`src/rtl/s_axis_cc_adapt.sv`:
```
// Adapts 128-bit legacy-header completion TLPs to UltraScale CC descriptor beats,
// with length checking and a 2-entry registered skid buffer toward the hard IP.
module s_axis_cc_adapt #(
    parameter int unsigned DATA_WIDTH = 128,
    parameter int unsigned KEEP_WIDTH = DATA_WIDTH / 8
) (
    input  logic                  user_clk,
    input  logic                  user_reset,
    input  logic [DATA_WIDTH-1:0] s_axis_cc_tdata,
    input  logic [KEEP_WIDTH-1:0] s_axis_cc_tkeep,
    input  logic                  s_axis_cc_tlast,
    input  logic [3:0]            s_axis_cc_tuser,
    input  logic                  s_axis_cc_tvalid,
    output logic                  s_axis_cc_tready,
    output logic [DATA_WIDTH-1:0] s_axis_cc_tdata_a,
    output logic [3:0]            s_axis_cc_tkeep_a,
    output logic                  s_axis_cc_tlast_a,
    output logic [32:0]           s_axis_cc_tuser_a,
    output logic                  s_axis_cc_tvalid_a,
    input  logic [3:0]            s_axis_cc_tready_a
);

    localparam int unsigned CNT_W = 9;
    localparam int unsigned DW1   = 32;
    localparam int unsigned DW2   = 64;

    logic                  sop_q, sop_d;
    logic [CNT_W-1:0]      cnt_q, cnt_d;
    logic                  late_q, late_d;
    logic                  v0_q, v0_d, v1_q, v1_d;
    logic                  tready_q, tready_d;
    logic [DATA_WIDTH-1:0] e0_data_q, e0_data_d, e1_data_q, e1_data_d;
    logic [3:0]            e0_keep_q, e0_keep_d, e1_keep_q, e1_keep_d;
    logic                  e0_last_q, e0_last_d, e1_last_q, e1_last_d;
    logic                  e0_disc_q, e0_disc_d, e1_disc_q, e1_disc_d;

    logic                  has_data;
    logic [9:0]            len;
    logic [10:0]           dw_count;
    logic [11:0]           exp_beats;
    logic [CNT_W-1:0]      load_cnt, dec_cnt, cur_cnt;
    logic [95:0]           desc;
    logic [DATA_WIDTH-1:0] in_data;
    logic [3:0]            in_keep;
    logic                  in_disc, early, late, latched;
    logic                  push, pop;
    logic                  unused_in;

    assign unused_in = ^{s_axis_cc_tkeep, s_axis_cc_tuser[3:1], s_axis_cc_tready_a[3:1]};

    // Header decode into the CC descriptor; only meaningful on sop beats.
    always_comb begin
        has_data    = s_axis_cc_tdata[30];
        len         = s_axis_cc_tdata[9:0];
        dw_count    = has_data ? {(len == 10'd0), len} : 11'd0;
        exp_beats   = has_data ? ((12'(dw_count) + 12'd6) >> 2) : 12'd1;
        load_cnt    = CNT_W'(exp_beats - 12'd1);
        desc        = '0;
        desc[6:0]   = s_axis_cc_tdata[DW2+6:DW2];
        desc[28:16] = {(s_axis_cc_tdata[DW1+11:DW1] == 12'd0), s_axis_cc_tdata[DW1+11:DW1]};
        desc[29]    = (s_axis_cc_tdata[28:24] == 5'b01011);
        desc[42:32] = dw_count;
        desc[45:43] = s_axis_cc_tdata[DW1+15:DW1+13];
        desc[46]    = s_axis_cc_tdata[14];
        desc[63:48] = s_axis_cc_tdata[DW2+31:DW2+16];
        desc[71:64] = s_axis_cc_tdata[DW2+15:DW2+8];
        desc[87:72] = s_axis_cc_tdata[DW1+31:DW1+16];
        desc[91:89] = s_axis_cc_tdata[22:20];
        desc[94:92] = {1'b0, s_axis_cc_tdata[13:12]};
        in_data     = sop_q ? {s_axis_cc_tdata[DATA_WIDTH-1:96], desc} : s_axis_cc_tdata;
        for (int i = 0; i < 4; i++) begin
            in_keep[i] = s_axis_cc_tkeep[4*i];
        end
    end

    // Beat-count check; late tlast is not judged on the sop beat itself.
    always_comb begin
        push    = s_axis_cc_tvalid && tready_q;
        dec_cnt = (cnt_q == '0) ? '0 : cnt_q - CNT_W'(1);
        cur_cnt = sop_q ? load_cnt : dec_cnt;
        early   = s_axis_cc_tlast && (cur_cnt != '0);
        late    = !sop_q && !s_axis_cc_tlast && (cur_cnt == '0);
        latched = !sop_q && late_q;
        in_disc = s_axis_cc_tuser[0] | early | late | latched;
        sop_d   = sop_q;
        cnt_d   = cnt_q;
        late_d  = late_q;
        if (push) begin
            if (s_axis_cc_tlast) begin
                sop_d  = 1'b1;
                cnt_d  = '0;
                late_d = 1'b0;
            end else begin
                sop_d  = 1'b0;
                cnt_d  = cur_cnt;
                late_d = latched | late;
            end
        end
    end

    // Skid buffer: entry 0 drives the IP side, entry 1 absorbs one beat of backpressure.
    always_comb begin
        pop       = v0_q && s_axis_cc_tready_a[0];
        v0_d      = v0_q;
        v1_d      = v1_q;
        e0_data_d = e0_data_q;
        e0_keep_d = e0_keep_q;
        e0_last_d = e0_last_q;
        e0_disc_d = e0_disc_q;
        e1_data_d = e1_data_q;
        e1_keep_d = e1_keep_q;
        e1_last_d = e1_last_q;
        e1_disc_d = e1_disc_q;
        if (pop && v1_q) begin
            e0_data_d = e1_data_q;
            e0_keep_d = e1_keep_q;
            e0_last_d = e1_last_q;
            e0_disc_d = e1_disc_q;
            v1_d      = push;
        end else if (pop) begin
            v0_d = push;
        end
        if (push && ((pop && v1_q) || (!pop && v0_q))) begin
            e1_data_d = in_data;
            e1_keep_d = in_keep;
            e1_last_d = s_axis_cc_tlast;
            e1_disc_d = in_disc;
            v1_d      = 1'b1;
        end else if (push) begin
            e0_data_d = in_data;
            e0_keep_d = in_keep;
            e0_last_d = s_axis_cc_tlast;
            e0_disc_d = in_disc;
            v0_d      = 1'b1;
        end
        tready_d = !(v0_d && v1_d);
    end

    always_ff @(posedge user_clk) begin
        if (user_reset) begin
            sop_q     <= 1'b1;
            cnt_q     <= '0;
            late_q    <= 1'b0;
            v0_q      <= 1'b0;
            v1_q      <= 1'b0;
            tready_q  <= 1'b0;
            e0_last_q <= 1'b0;
            e0_disc_q <= 1'b0;
            e1_last_q <= 1'b0;
            e1_disc_q <= 1'b0;
        end else begin
            sop_q     <= sop_d;
            cnt_q     <= cnt_d;
            late_q    <= late_d;
            v0_q      <= v0_d;
            v1_q      <= v1_d;
            tready_q  <= tready_d;
            e0_last_q <= e0_last_d;
            e0_disc_q <= e0_disc_d;
            e1_last_q <= e1_last_d;
            e1_disc_q <= e1_disc_d;
        end
    end

    // Datapath payload is qualified by the valid flags, so it carries no reset.
    always_ff @(posedge user_clk) begin
        e0_data_q <= e0_data_d;
        e0_keep_q <= e0_keep_d;
        e1_data_q <= e1_data_d;
        e1_keep_q <= e1_keep_d;
    end

    assign s_axis_cc_tready   = tready_q;
    assign s_axis_cc_tvalid_a = v0_q;
    assign s_axis_cc_tdata_a  = e0_data_q;
    assign s_axis_cc_tkeep_a  = e0_keep_q;
    assign s_axis_cc_tlast_a  = e0_last_q;
    assign s_axis_cc_tuser_a  = {32'd0, e0_disc_q};

endmodule
```
`config.mk`:
```
export PLATFORM = sky130hd
export DESIGN_NAME = s_axis_cc_adapt
export DESIGN_NICKNAME = d
export VERILOG_FILES = /design/src/rtl/s_axis_cc_adapt.sv
export SDC_FILE = /design/constraint.sdc
export NUM_CORES = 1
export LEC_CHECK = 0
export ABC_AREA = 1
export BUFFER_PORTS_ARGS = -buffer_cell sky130_fd_sc_hd__buf_2
export CAP_MARGIN = 20
export CORE_MARGIN = 4
export CORE_UTILIZATION = 45
export DETAILED_ROUTE_END_ITERATION = 16
export MAX_ROUTING_LAYER = met4
export PLACE_DENSITY = 0.8
export SLEW_MARGIN = 5
export SYNTH_ARGS = -nofsm -noshare
export SYNTH_HDL_FRONTEND = slang
export SYNTH_SLANG_ARGS = --single-unit
```
`constraint.sdc`:
```
create_clock -name user_clk -period 24.2 [get_ports user_clk]
set_input_delay 4.84 -clock user_clk [delete_from_list [all_inputs] [get_ports user_clk]]
set_output_delay 4.84 -clock user_clk [all_outputs]
set_load 0.01 [all_outputs]
```
==> flow_summary.ini <==
[timing]
fmaxAchievable_mhz = 132
drv_slew = 0
rsz0062_at_grt = no
worstMarginPinSlew_ns = 1.13
finalSetupViolations = 0
period_share_pct = 31.4
tns_ns = 0
finClkSkew_ns = 0.00705
slew_headroom_pct = 25.0
worst_slack_ns = 16.61
timing.final.hold_violations = 0
fin_crit_ns = 7.59

[routing]
drtPass1Iterations = 6
routed_wl_um = 34600
vias = 10500
vias_per_cell = 5.25
drc = 0
ant_nets = 0
wire_per_inst_um = 17.4
drtIter0Drc = 1172

[cells_and_area]
fill_cells = 2330
layout_commonest_cell = nand2_1
finalNetCount = 1783
final_area_mm2 = 0.0144
area_growth_pct = 20.2
regArea_mm2 = 0.00697
multi_input_area_mm2 = 0.00432
drive_gt1_share_pct = 22.3
final_cell_mix = 427 x nand2_1, 273 x buf_2, 164 x nor2_1, 149 x dfxtp_1, 132 x edfxtp_1
fin_util_pct = 55.1

[clocking]
cts_setup_buffers = 0
cts_resized = 0
cts.clk_slew.worst_paths_ns = 0.06
worstSkewPairLatency_ns = 0.54
cts_hold_buffers = 0
cts_buffers = 30
cts_root_buf = clkbuf_16
ctsLongestPathBuffers = 3
cts_sinks = 282
cts_tree = done
cts-htree-levels = 1

[logic_synthesis]
synth.top_cells.by_area = edfxtp_1 33%, dfxtp_1 25%, nand2_1 13%, a31oi_1 5.3%, nor2_1 5.2%
synth-seq-area-share_pct = 58.1
syn-cell-area_mm2 = 0.0120
async_flop_share_pct = 0
synth_top_family_by_area = simple AND/OR/NAND/NOR gates
synthAdderAreaFrac_pct = 0.209
synth_top_cell_area_share_pct = 33.1
yosysWarnings = 0
syn_avg_cell_area_um2 = 8.59
post_synth_and_or_nand_nor_area_fraction_pct = 22.3
synth_flop_cell = dfxtp_1
syn_inst = 1396
synth.distinct_cells = 38
synth_enable_flop_cells = 132
yosys.area.top_type = edfxtp_1
synth-compound-area-share_pct = 11.9
synthXorXnorAreaFrac_pct = 0.292
synthMuxAreaShare_pct = 0.0835
ys_ff_latch = 282

[worst_hold_path]
hold_class = flop to flop

[pwr]
peakVddDrop_mv = 0.0436
pwr-share-comb_pct = 15.9
total_power_mw = 1.22
seq_power_share_pct = 47.4
p_sw_mw = 0.328
power_density_mw_per_mm2 = 84.4
switching_share_pct = 27.0
p_int_mw = 0.887
leakage_nw = 6.41
pwr-share-clk_pct = 36.7

[grt]
grt-ovfl-total = 0
grt_pass1_wl_um = 52500
grt_pass1_vias = 9779
antenna_found_initial = 10
grt_max_degree = 97
grt.total_usage_pct = 22.9

[floorplanning]
placement_rows = 59
fp.dieH_um = 171
dieArea_mm2 = 0.0293
coreArea_mm2 = 0.0261
dieWidth_um = 171
io_pins = 324
start_util_pct = 45.9

[worst_setup_path]
required_ns = 24.66
critPathKind = input port to flop
cp-end-kind = flop
setup.worst_path.start_class = input port
cp.arrival_ns = 8.05
cp_max_fo = 91

[place]
place.port_buffers = 273
hpwl_um = 23700
placedInstanceArea_mm2 = 0.0134
place.gp.congestion = 0.876
place_ws_ns = 16.11

[run_status]
status = finished clean

[run]
max_cap_viol_count = 0
[final timing paths]
path	start	end	slack, ns	depth (start not counted)
max	s_axis_cc_tvalid	s_axis_cc_tdata_a[27]	16.61	8
min	e1_last_q	e1_last_q	0.46	2
max reg2reg	s_axis_cc_tready	s_axis_cc_tdata_a[27]	20.70	7
min reg2reg	e1_last_q	e1_last_q	0.46	2
[critical path: stages]
cell and delay, ns:
buf_2 0.09, nand2_1 0.41, inv_1 0.20, nand2_4 0.52
buf_4 0.72, buf_4 0.82, o21ai_0 0.18, o21ai_0 0.19
[power by group through the flow]
stage	clock network [mW]	logic [mW]	registers, mW
floorplan	0	0.0868	0.605
global placement	0	0.189	0.584
detailed placement	0	0.193	0.586
CTS	0.454	0.194	0.576
global route	0.476	0.214	0.582
finish	0.446	0.193	0.576
[layout make-up]
class / count / area share, %
Multi-Input combinational cell: 958 / 30.0
Antenna cell: 10 / 0.174
Inverter: 72 / 1.89
Tap cell: 335 / 2.91
Sequential cell: 282 / 48.4
Clock buffer: 47 / 6.44
Timing Repair Buffer: 281 / 9.90
Clock inverter: 9 / 0.347
[per-layer routing]
| metal | GRT usage, % | part of all wire [%] |
|---|---|---|
| met1 | 30.8 | 42 |
| met5 | - | 0 |
| met4 | 8.27 | 3.8 |
| met2 | 35.3 | 46 |
| met3 | 4.09 | 7.9 |
[stage by stage]
step                      hold slack (ns)  instances
after floorplan                     0.429       1427
after global placement              0.438       1928
after detailed placement            0.451       1928
after CTS                           0.461       1984
after global routing                0.492       1994
final                               0.459       1994
[sequential cells by signal (all words and copies together) (netlist names), 4 cells and up]
name,count
e1_data_q,128
s_axis_cc_tdata_a,128
cnt_q,9
e1_keep_q,4
s_axis_cc_tkeep_a,4
[synthesized netlist by cell type (3+ instances only)]
library cell,count
buf_4,33
nand2_4,3
nor2_2,5
xor2_1,3
nand3_2,3
nand3_1,28
a21oi_1,19
clkbuf_1,76
a31oi_1,102
or2_2,7
o21ai_0,124
dfxtp_1,150
o22ai_1,6
edfxtp_1,132
nand4_1,9
inv_1,69
nand2_2,10
nor2_1,166
nand2_1,428
[cell families (layout without fill, tap and decap cells)]
family,count (synthesis),count (layout)
XOR/XNOR,4,4
flip-flops,282,282
AND/OR/NAND/NOR,664,664
other,1,42
multiplexers,1,1
AO/OA/AOI/OAI,255,255
adder cells (fa/ha/maj),2,2
buffers and inverters,187,409
(Power assumes the default switching activity.)
